===== src/rtl/btn_conditioner.sv =====
// Button input stage: per-channel 2-FF synchroniser, counter debouncer,
// one-cycle press/release pulses and an optional auto-repeat pulse train.
module btn_conditioner #(
  parameter int                  NUM_BTNS        = 4,
  parameter int                  DEBOUNCE_CYCLES = 1_000_000,
  parameter int                  REPEAT_DELAY    = 30_000_000,
  parameter int                  REPEAT_PERIOD   = 10_000_000,
  parameter logic [NUM_BTNS-1:0] REPEAT_MASK     = 'b0011,
  parameter int                  CNT_W           = $clog2(
    (DEBOUNCE_CYCLES > REPEAT_DELAY)
      ? ((DEBOUNCE_CYCLES > REPEAT_PERIOD) ? DEBOUNCE_CYCLES : REPEAT_PERIOD)
      : ((REPEAT_DELAY > REPEAT_PERIOD) ? REPEAT_DELAY : REPEAT_PERIOD)) + 1
) (
  input  logic                clk,
  input  logic                rst,
  input  logic [NUM_BTNS-1:0] btn_in,
  output logic [NUM_BTNS-1:0] btn_level,
  output logic [NUM_BTNS-1:0] btn_press,
  output logic [NUM_BTNS-1:0] btn_release,
  output logic [NUM_BTNS-1:0] btn_repeat
);

  typedef enum logic [1:0] {
    IDLE,
    HOLD_DELAY,
    HOLD_RPT
  } rpt_state_t;

  localparam logic [CNT_W-1:0] DCNT_LAST = CNT_W'(DEBOUNCE_CYCLES - 1);
  localparam logic [CNT_W-1:0] DLY_LAST  = CNT_W'(REPEAT_DELAY - 1);
  localparam logic [CNT_W-1:0] PER_LAST  = CNT_W'(REPEAT_PERIOD - 1);

  for (genvar i = 0; i < NUM_BTNS; i++) begin : g_ch
    logic             sync1, sync2;
    logic             level_q, press_q, release_q;
    logic [CNT_W-1:0] dcnt;
    logic             mismatch, accept;

    assign mismatch = (sync2 != level_q);
    // accept marks the edge on which the debounced level flips
    assign accept   = mismatch && (dcnt == DCNT_LAST);

    // NOTE: sequential state uses non-blocking assignments so every register
    // samples the pre-edge values of its neighbours (sync1 -> sync2 chain).
    always_ff @(posedge clk) begin
      if (rst) begin
        sync1     <= 1'b0;
        sync2     <= 1'b0;
        level_q   <= 1'b0;
        press_q   <= 1'b0;
        release_q <= 1'b0;
        dcnt      <= '0;
      end else begin
        sync1     <= btn_in[i];
        sync2     <= sync1;
        press_q   <= accept && sync2;
        release_q <= accept && !sync2;
        if (!mismatch || accept) dcnt <= '0;
        else                     dcnt <= dcnt + 1'b1;
        if (accept) level_q <= sync2;
      end
    end

    assign btn_level[i]   = level_q;
    assign btn_press[i]   = press_q;
    assign btn_release[i] = release_q;

    if (REPEAT_MASK[i]) begin : g_rpt
      rpt_state_t       state, state_nxt;
      logic [CNT_W-1:0] rcnt, rcnt_nxt;
      logic             rpt_q, rpt_nxt;

      always_ff @(posedge clk) begin
        if (rst) begin
          state <= IDLE;
          rcnt  <= '0;
          rpt_q <= 1'b0;
        end else begin
          state <= state_nxt;
          rcnt  <= rcnt_nxt;
          rpt_q <= rpt_nxt;
        end
      end

      // NOTE: every output of this block is given a default first, so no
      // path through the case leaves a signal unassigned (no latches).
      always_comb begin
        state_nxt = state;
        rcnt_nxt  = rcnt;
        rpt_nxt   = 1'b0;
        if (accept && !sync2) begin
          // a debounced release wins over any pulse due this cycle
          state_nxt = IDLE;
          rcnt_nxt  = '0;
        end else begin
          case (state)
            IDLE: begin
              if (accept && sync2) begin
                state_nxt = HOLD_DELAY;
                rcnt_nxt  = '0;
                rpt_nxt   = 1'b1;
              end
            end
            HOLD_DELAY: begin
              if (rcnt == DLY_LAST) begin
                state_nxt = HOLD_RPT;
                rcnt_nxt  = '0;
                rpt_nxt   = 1'b1;
              end else begin
                rcnt_nxt = rcnt + 1'b1;
              end
            end
            HOLD_RPT: begin
              if (rcnt == PER_LAST) begin
                rcnt_nxt = '0;
                rpt_nxt  = 1'b1;
              end else begin
                rcnt_nxt = rcnt + 1'b1;
              end
            end
            default: begin
              state_nxt = IDLE;
              rcnt_nxt  = '0;
            end
          endcase
        end
      end

      assign btn_repeat[i] = rpt_q;
    end else begin : g_norpt
      assign btn_repeat[i] = press_q;
    end
  end

endmodule


===== config.mk =====
export PLATFORM = sky130hd
export DESIGN_NAME = btn_conditioner
export DESIGN_NICKNAME = d
export VERILOG_FILES = /design/src/rtl/btn_conditioner.sv
export SDC_FILE = /design/constraint.sdc
export NUM_CORES = 1
export LEC_CHECK = 0
export ABC_AREA = 1
export CORE_MARGIN = 4
export CORE_UTILIZATION = 30
export CTS_BUF_LIST = sky130_fd_sc_hd__clkbuf_2 sky130_fd_sc_hd__clkbuf_4 sky130_fd_sc_hd__clkbuf_8
export CTS_CLUSTER_DIAMETER = 150
export CTS_CLUSTER_SIZE = 20
export DETAILED_ROUTE_END_ITERATION = 7
export GPL_TIMING_DRIVEN = 1
export SYNTH_ARGS = -nofsm -noshare
export SYNTH_HDL_FRONTEND = slang
export SYNTH_SLANG_ARGS = --single-unit

===== constraint.sdc =====
create_clock -name clk -period 2.4 [get_ports clk]
set_clock_uncertainty 0.05 [all_clocks]
set_input_delay 0.48 -clock clk [delete_from_list [all_inputs] [get_ports clk]]
set_output_delay 0.48 -clock clk [all_outputs]
set_load 0.005 [all_outputs]

==> results.toml, run 1 <==
[clocking]
cts_buffers = 17
cts_max_level = 4
clk_latency_ns = 0.50
cts_tree = "built"
cts_hold_buf = 0
clkSlewWorstSetupHoldPaths_ns = 0.11
root_buffer = "clkbuf_8"
cts_buffer_depth = 2
cts_sinks = 182

[pwr]
cellPowerDensity_nw_per_um2 = 465
swShare_pct = 25.9
pwr-share-comb_pct = 1.6
internal_power_mw = 4.00
p_seq_share_pct = 56.2
p_leak_nw = 4.00
clkPwrFrac_pct = 42.2
peakVddDrop_mv = 0.326
p_sw_mw = 1.40

[synth]
syn-num-nets = 1641
async_flop_share_pct = 0
syn_inst = 1619
synth-edff-count = 0
netlist_top_cells_area = "dfxtp_1 34%, nand2_1 15%, nor2_1 9.4%"
syn_area_per_cell_um2 = 6.53
synth_area_leader_cell = "dfxtp_1"
netlist_area_um2 = 10600
yosys.area.top_type_share_pct = 34.5
synth-main-ff-cell = "dfxtp_1"
ys.warnings.count = 0
synth.distinct_cells = 48
ys_seq_area_share_pct = 34.5
synth_seq_cells = 182

[drt]
avgViaCountPerCell = 4.63
wire_per_inst_um = 11.5
drt_wl_total_um = 24100
dr.pass1.iters = 6
drt-initial-drc-count = 586
vias = 9680
antenna_left = 0
drt_drc_violations_left = 0

[global_route]
grt_pass1_wl_um = 42500
grt_pass1_vias = 9277
grt-ovfl-total = 0
grt_max_degree = 40
antenna_found_initial = 0
grt_usage_pct = 12.9

[cells_and_area]
syn_to_final_growth_pct = 9.68
n_fill_cell = 3744
stdcell_area_um2 = 11600
drive_above_1_share_pct = 8.19
final_common_cell = "nand2_1"
multiInputGateArea_um2 = 5830
final_nets = 1645
ff_latch_area_um2 = 3640
final_cell_mix = "409 x nand2_1, 265 x nor2_1, 195 x inv_1"
instances_no_fill = 2091
diodes = 0

[critical_path]
reg2reg_depth = 12
r2r_slack_ns = 0.23
path_cells = "ha_1, nand2_2, nor2_4, nand2_1, nor2_1, nand2_1, nand2_1, nand2_2, nand2_1, nand2_2, nand2_2, nor2_1"
required_ns = 2.73
start_kind = "flip-flop"
critPathSlowestCell = "dfxtp_1"
cp_max_fo = 8
endpoint_kind = "flip-flop"
r2r_end = "g_ch[1].g_rpt.rcnt[4]"
crit_type = "flip-flop to flip-flop"
worst-path-buf-inv = 0
crit_family = "simple AND/OR/NAND/NOR gates"
r2r-start = "g_ch[1].g_rpt.rcnt[0]"
slowest_delay_ns = 0.41
arrival_ns = 2.50

[floorplan]
rows = 68
die_y_um = 196
start_util_pct = 30.5
die_w_um = 196
fp.coreArea_um2 = 34600
dieArea_um2 = 38300
io_pins = 22

[sta]
drv_slew = 0
setup_viol = 0
tns_ns = 0
setup_ws_ns = 0.234
max_freq_ghz = 0.462
rsz0062_at_grt = "no"
max_slew.worst_pin.slew_ns = 0.639
period_minus_slack_ns = 2.17
hold_viol_final = 0
post-route-period-util_pct = 90.3
slew_headroom_pct = 57.2

[placement]
dp.cells = 2059
hpwl_um = 18000
gp_congestion = 0.909
dpl_worst_slack_ns = 0.175
port_buffers = 21
dpl_cell_area_um2 = 11100

[status]
status = "complete, no violations"

[min_path]
worstHoldStart = "g_ch[1].sync1"
min_path_cells = 2
holdPathEnd = "g_ch[1].sync2"
hp-class = "flip-flop to flip-flop"

[flow_run]
cap_violations = 0
[worst reg2reg max path, cell delays in order (launching register included)]
cell	delay, ns
dfxtp_1	0.41
ha_1	0.30
nand2_2	0.12
nor2_4	0.20
nand2_1	0.11
nor2_1	0.11
nand2_1	0.14
nand2_1	0.10
nand2_2	0.14
nand2_1	0.11
nand2_2	0.12
nand2_2	0.11
nor2_1	0.05
[power groups by stage]
| stage | registers, mW | logic [mW] | clock network (mW) |
|---|---|---|---|
| floorplan | 3.10 | 0.0542 | 0 |
| global placement | 3.10 | 0.0843 | 0 |
| detailed placement | 3.10 | 0.0856 | 0 |
| CTS | 3.03 | 0.0859 | 2.38 |
| global route | 3.03 | 0.0947 | 2.50 |
| finish | 3.03 | 0.0837 | 2.28 |
[how the worst max path moves through the flow]
stage | startpoint | endpoint | slack [ns] | cells past startpoint
2_1_floorplan | g_ch[1].g_rpt.rcnt[0] | g_ch[1].g_rpt.rcnt[4] | 0.67 | 12
3_3_place_gp | g_ch[3].dcnt[0] | g_ch[3].dcnt[17] | 0.23 | 6
3_5_place_dp | g_ch[3].dcnt[0] | g_ch[3].dcnt[17] | 0.18 | 6
4_1_cts | g_ch[3].dcnt[0] | g_ch[3].dcnt[17] | 0.17 | 6
5_1_grt | g_ch[1].g_rpt.rcnt[0] | g_ch[1].g_rpt.rcnt[4] | 0.02 | 12
6_report | g_ch[1].g_rpt.rcnt[0] | g_ch[1].g_rpt.rcnt[4] | 0.23 | 12
[kinds of logic (layout without fill, tap and decap cells)]
family / after synthesis / count (layout) / synth area share [%]
buffers and inverters: 255 / 272 / 10.4
and+or+nand+nor: 998 / 998 / 42.8
xor gates and xnor gates: 51 / 51 / 4.23
DFF: 182 / 182 / 34.5
adders and majority gates: 16 / 16 / 1.89
AOI/OAI and AO/OA: 117 / 117 / 6.22
[state kept, by name, indices dropped and copies added (netlist names)]
signal	cells
g_ch.dcnt	104
g_ch.level_q	4
g_ch.g_rpt.rpt_q	2
g_ch.g_rpt.rcnt	52
g_ch.sync2	4
g_ch.sync1	4
g_ch.g_rpt.state	4
g_ch.release_q	4
g_ch.press_q	4
[metrics by stage]
stage	util [%]	hold slack [ns]	total power [mW]
2_1_floorplan	-	0.338	3.15
3_3_place_gp	32.2	0.344	3.19
3_5_place_dp	32.2	0.343	3.19
4_1_cts	33.5	0.366	5.50
5_1_grt	33.5	0.384	5.63
6_report	33.5	0.362	5.39
[Yosys cell counts, types with 10 or more instances]
library cell / count
nand2_1: 409
nor2_1: 265
inv_1: 195
dfxtp_1: 182
nand3_1: 124
a21oi_1: 74
nor3_1: 54
nand4_1: 40
xor2_1: 37
buf_4: 21
nor2_2: 18
ha_1: 16
nand2_2: 15
nor3b_1: 15
o21ai_0: 15
xnor2_1: 14
buf_2: 13
or2_2: 13
clkbuf_1: 10
inv_2: 10
[area by class of cell]
cell class | count | area share, %
clock inverter | 13 | 1.58
multi-input combinational | 1182 | 50.3
clock buffer | 19 | 2.20
timing repair buffer | 35 | 2.94
inverter | 205 | 6.64
tap | 455 | 4.91
sequential | 182 | 31.4
[timing repair]
| action | in CTS | in global routing |
|---|---|---|
| setup buffers | 0 | 0 |
| setup endpoints to repair | 0 | 4 |
| gates resized for setup | 0 | 1 |
[per-layer routing]
layer	track usage (%)	vias to the layer above	share of wire [%]
met5	0	-	0
met4	3.98	0	1.7
met3	2.68	30	3.8
met2	21.5	165	46
met1	16.8	4346	49
li1	-	5139	-
Power figures use the tool's default switching activity.
==> run 2, diff against run 1 <==
- HOLD_SLACK_MARGIN: not set -> 0.03
- PLACE_DENSITY: not set -> 0.54
==> run 2 against run 1 <==
Via count decreased by 1.3%. Sequential cell count did not move. Die area stayed put. Global-route usage up 0.24 points. Final area rose by 0.32%. Worst setup slack better by 0.013 ns. Sequential power barely moved. Maximum frequency up 0.60%. Combinational power is 4.3% higher. Total power grew 2.9%. Clock power increased by 7%. Critical path type unchanged.
==> results.toml, run 2 (synthesized netlist as in run 1, its figures left out) <==
[cells_and_area]
final_util_pct = 33.6
ff_latch_area_um2 = 3640
largest_reg_flops = 104
multiInputGateArea_um2 = 5830
stdcell_area_um2 = 11600
final_nets = 1647
syn_to_final_growth_pct = 10.0
drive_above_1_share_pct = 8.30
top_regs = "g_ch.dcnt x104, g_ch.g_rpt.rcnt x52"
final_cell_mix = "409 x nand2_1, 265 x nor2_1, 195 x inv_1"
n_fill_cell = 3721
final_common_cell = "nand2_1"
diodes = 0
top_register = "g_ch.dcnt"

[sta]
max_slew.worst_pin.slew_ns = 0.687
tns_ns = 0
setup_ws_ns = 0.247
rsz0062_at_grt = "no"
period_minus_slack_ns = 2.15
post-route-period-util_pct = 89.7
slew_headroom_pct = 54.0
setup_viol = 0
drv_slew = 0
hold-worst-slack_ns = 0.347
max_freq_ghz = 0.464
hold_viol_final = 0

[floorplan]
die_y_um = 196
dieArea_um2 = 38300
rows = 68
fp.coreArea_um2 = 34600
die_w_um = 196
start_util_pct = 30.5
io_pins = 22

[drt]
drt-initial-drc-count = 502
avgViaCountPerCell = 4.56
wire_per_inst_um = 11.7
antenna_left = 0
drt_drc_violations_left = 0
vias = 9551
dr.pass1.iters = 6
drt_wl_total_um = 24400

[global_route]
grt_pass1_wl_um = 42900
antenna_found_initial = 0
grt_usage_pct = 13.1
grt-ovfl-total = 0
grt_pass1_vias = 9099
grt_max_degree = 45

[critical_path]
arrival_ns = 2.48
slowest_delay_ns = 0.38
cp_max_fo = 8
required_ns = 2.73
start_kind = "flip-flop"
path_cells = "ha_1, nand2_2, nor2_4, nand2_1, nor2_1, nand2_1, nand2_1, nand2_2, nand2_1, nand2_2, nand2_2, nor2_1"
r2r_end = "g_ch[1].g_rpt.rcnt[4]"
reg2reg_depth = 12
r2r_slack_ns = 0.25
critPathSlowestCell = "dfxtp_1"
crit_type = "flip-flop to flip-flop"
r2r-start = "g_ch[1].g_rpt.rcnt[1]"
endpoint_kind = "flip-flop"

[placement]
dpl_cell_area_um2 = 11200
gp_congestion = 0.908
hpwl_um = 18500
dpl_worst_slack_ns = 0.133
port_buffers = 21

[clocking]
clk_latency_ns = 0.48
clkSlewWorstSetupHoldPaths_ns = 0.11
cts_buffer_depth = 2
cts_sinks = 182
root_buffer = "clkbuf_8"
cts_buffers = 17
cts_max_level = 4
cts_tree = "built"
cts_hold_buf = 0

[min_path]
holdPathEnd = "g_ch[1].sync2"
hp-class = "flip-flop to flip-flop"
worstHoldStart = "g_ch[1].sync1"
min_path_cells = 2

[pwr]
p_seq_share_pct = 54.6
clkPwrFrac_pct = 43.8
swShare_pct = 23.4
p_sw_mw = 1.30
internal_power_mw = 4.25
p_leak_nw = 4.00
pwr-share-comb_pct = 1.6
peakVddDrop_mv = 0.356
cellPowerDensity_nw_per_um2 = 477

[flow_run]
cap_violations = 0

[status]
status = "complete, no violations"
[run 2: cell type report]
class	count	area share, %
sequential	182	31.3
clock inverter	14	1.83
inverter	205	6.62
multi-input combinational	1182	50.1
clock buffer	18	2.13
tap	455	4.90
timing repair buffer	37	3.06
[run 2: power by group through the flow]
stage	sequential [mW]	combinational, mW	clock [mW]
floorplan	3.10	0.0542	0
global placement	3.10	0.0883	0
detailed placement	3.10	0.0893	0
CTS	3.03	0.0894	2.54
global route	3.03	0.0977	2.65
finish	3.03	0.0873	2.43
[run 2: worst max-delay path, delay by kind of cell, from the launching register on]
kind	cells	cell delay [ns]
simple gates	11	1.32
flops	1	0.38
fa+ha+maj	1	0.30
[run 2: worst max-delay path by stage]
stage / endpoint / from
2_1_floorplan: g_ch[1].g_rpt.rcnt[4] / g_ch[1].g_rpt.rcnt[0]
3_3_place_gp: g_ch[3].dcnt[17] / g_ch[3].dcnt[0]
3_5_place_dp: g_ch[3].dcnt[20] / g_ch[3].dcnt[0]
4_1_cts: g_ch[3].dcnt[20] / g_ch[3].dcnt[0]
5_1_grt: g_ch[1].g_rpt.rcnt[4] / g_ch[1].g_rpt.rcnt[0]
6_report: g_ch[1].g_rpt.rcnt[4] / g_ch[1].g_rpt.rcnt[1]
[run 2: repair_timing]
item | 4_1_cts | 5_1_grt
endpoints found under the setup margin | 0 | 26
gates resized for setup | 0 | 1
buffers inserted | 0 | 0
[run 2: layer usage]
| layer | vias up | part of all wire (%) | GRT usage (%) |
|---|---|---|---|
| met5 | - | 0 | 0 |
| met4 | 0 | 1.7 | 3.67 |
| met3 | 28 | 3.4 | 2.61 |
| met2 | 123 | 45 | 21.4 |
| met1 | 4278 | 50 | 17.8 |
| li1 | 5122 | - | - |
[run 2: stage by stage]
stage,instances,power [mW]
final,2093,5.55
after detailed placement,2061,3.19
after CTS,2093,5.66
after global placement,2061,3.19
after floorplan,1619,3.15
after global routing,2093,5.78
==> run 3, diff against run 2 <==
- CTS_BUF_LIST: sky130_fd_sc_hd__clkbuf_2 sky130_fd_sc_hd__clkbuf_4 sky130_fd_sc_hd__clkbuf_8 -> not set
- SLEW_MARGIN: not set -> 10
- clock period: 2.4 -> 2.7 ns (I/O delays scaled with it)
==> run 3 against run 2 <==
Hold slack better by 0.011 ns. Count of clock-buffer cells in the layout rose by 1. Final area up 0.81%. Largest power group is now clock.
==> results.toml, run 3 (synthesized netlist as in run 1, its figures left out) <==
[cells_and_area]
final_common_cell = "nand2_1"
diodes = 0
top_regs = "g_ch.dcnt x104, g_ch.g_rpt.rcnt x52"
largest_reg_flops = 104
n_fill_cell = 3729
syn_to_final_growth_pct = 10.9
final_cell_mix = "409 x nand2_1, 265 x nor2_1, 195 x inv_1"
final_nets = 1640
drive_above_1_share_pct = 7.79
top_register = "g_ch.dcnt"

[clocking]
cts_buffer_depth = 2
clk_latency_ns = 0.44
cts_max_level = 4
cts-resized-gates = 0
cts_tree = "built"
clkSlewWorstSetupHoldPaths_ns = 0.07
cts_hold_buf = 0
cts_sinks = 182
cts_buffers = 17
root_buffer = "clkbuf_16"
post_cts_buffers = 0

[critical_path]
start_kind = "flip-flop"
critPathSlowestCell = "o21ai_2"
crit_type = "flip-flop to flip-flop"
endpoint_kind = "flip-flop"
slowest_delay_ns = 0.57
crit_top_cell = "nand3_2"
cp_max_fo = 14
arrival_ns = 2.62
required_ns = 2.98
worst-path-buf-inv = 1
path_cells = "ha_1, nand3_2, nor3_4, nand3_2, o21ai_2, inv_2, nand2_8, nor2_1"
crit_family = "simple AND/OR/NAND/NOR gates"

[sta]
period_minus_slack_ns = 2.35
drv_slew = 0
max_slew.worst_pin.slew_ns = 1.05
max_freq_ghz = 0.426
slew_headroom_pct = 30.0
rsz0062_at_grt = "no"
tns_ns = 0
post-route-period-util_pct = 86.9
hold_viol_final = 0
setup_viol = 0

[placement]
hpwl_um = 18600
port_buffers = 21
gp_congestion = 0.861

[floorplan]
die_w_um = 196
fp.coreArea_um2 = 34600
dieArea_um2 = 38300
rows = 68
die_y_um = 196
io_pins = 22
start_util_pct = 30.5

[global_route]
grt_pass1_vias = 9163
grt_max_degree = 45
antenna_found_initial = 0
grt-ovfl-total = 0
grt_usage_pct = 13.2
grt_pass1_wl_um = 43200

[status]
status = "complete, no violations"

[drt]
avgViaCountPerCell = 4.62
drt_drc_violations_left = 0
drt-initial-drc-count = 602
wire_per_inst_um = 12.0
vias = 9634
antenna_left = 0
dr.pass1.iters = 5
drt_wl_total_um = 25000

[pwr]
cellPowerDensity_nw_per_um2 = 468
power_mw = 5.49
p_leak_nw = 4.05
peakVddDrop_mv = 0.502

[min_path]
hp-class = "flip-flop to flip-flop"

[flow_run]
cap_violations = 0
## run 3: cell types whose count changed in the layout (fill, tap and decap cells not counted), moves of 2 or more
cell,delta
clkbuf_1,+2
clkbuf_16,+17
inv_6,+4
buf_4,-6
clkinvlp_4,-3
clkbuf_8,-18
inv_8,-4
## run 3: cell type report
cell class | instances | area, um^2 | share of cell area (%)
Timing Repair Buffer | 30 | 290 | 2.48
Clock inverter | 13 | 194 | 1.65
Sequential cell | 182 | 3640 | 31.1
Inverter | 205 | 769 | 6.56
Multi-Input combinational cell | 1182 | 5820 | 49.7
Clock buffer | 19 | 433 | 3.69
Tap cell | 455 | 569 | 4.86
## run 3: metrics by stage
step / hold WS [ns] / cells / instance area (um^2) / setup WS, ns / util, %
after floorplan: 0.338 / 1619 / 10600 / 0.971 / -
after global placement: 0.351 / 2054 / 11100 / 0.404 / 32.0
after detailed placement: 0.350 / 2054 / 11100 / 0.361 / 32.0
after CTS: 0.359 / 2086 / 11700 / 0.331 / 33.9
after global routing: 0.370 / 2086 / 11700 / 0.171 / 33.9
final: 0.358 / 2086 / 11700 / 0.353 / 33.9
## run 3: per-layer routing
layer  wire [um]  GRT usage [%]  vias to the layer above
li1            -              -                     5116
met1       12700           17.9                     4384
met2       11400           22.0                      116
met3         674           2.39                       18
met4         283           3.18                        0
met5           0              0                        -
## run 3: power breakdown
| part | total (mW) | switching (mW) | internal, mW |
|---|---|---|---|
| Clock | 2.72 | 1.15 | 1.57 |
| Combinational | 0.0723 | 0.0490 | 0.0233 |
| Sequential | 2.69 | 0.00515 | 2.69 |
| Total | 5.49 | 1.20 | 4.28 |
## run 3: path summary, 6_finish.rpt
check | start | cells after the start | to | slack (ns)
setup / recovery | g_ch[0].dcnt[0] | 8 | g_ch[0].g_rpt.rcnt[23] | 0.35
hold / removal | g_ch[2].sync1 | 2 | g_ch[2].sync2 | 0.36
hold reg to reg | g_ch[2].sync1 | 2 | g_ch[2].sync2 | 0.36
setup reg to reg | g_ch[0].dcnt[0] | 8 | g_ch[0].g_rpt.rcnt[23] | 0.35
## run 3: worst register-to-register path: cells and delay by family (launching register included)
family / cells / cell delay [ns]
AND/OR/NAND/NOR: 5 / 0.76
AO/OA/AOI/OAI: 1 / 0.57
flip-flops: 1 / 0.39
buffers and inverters: 1 / 0.25
adder cells (fa/ha/maj): 1 / 0.22
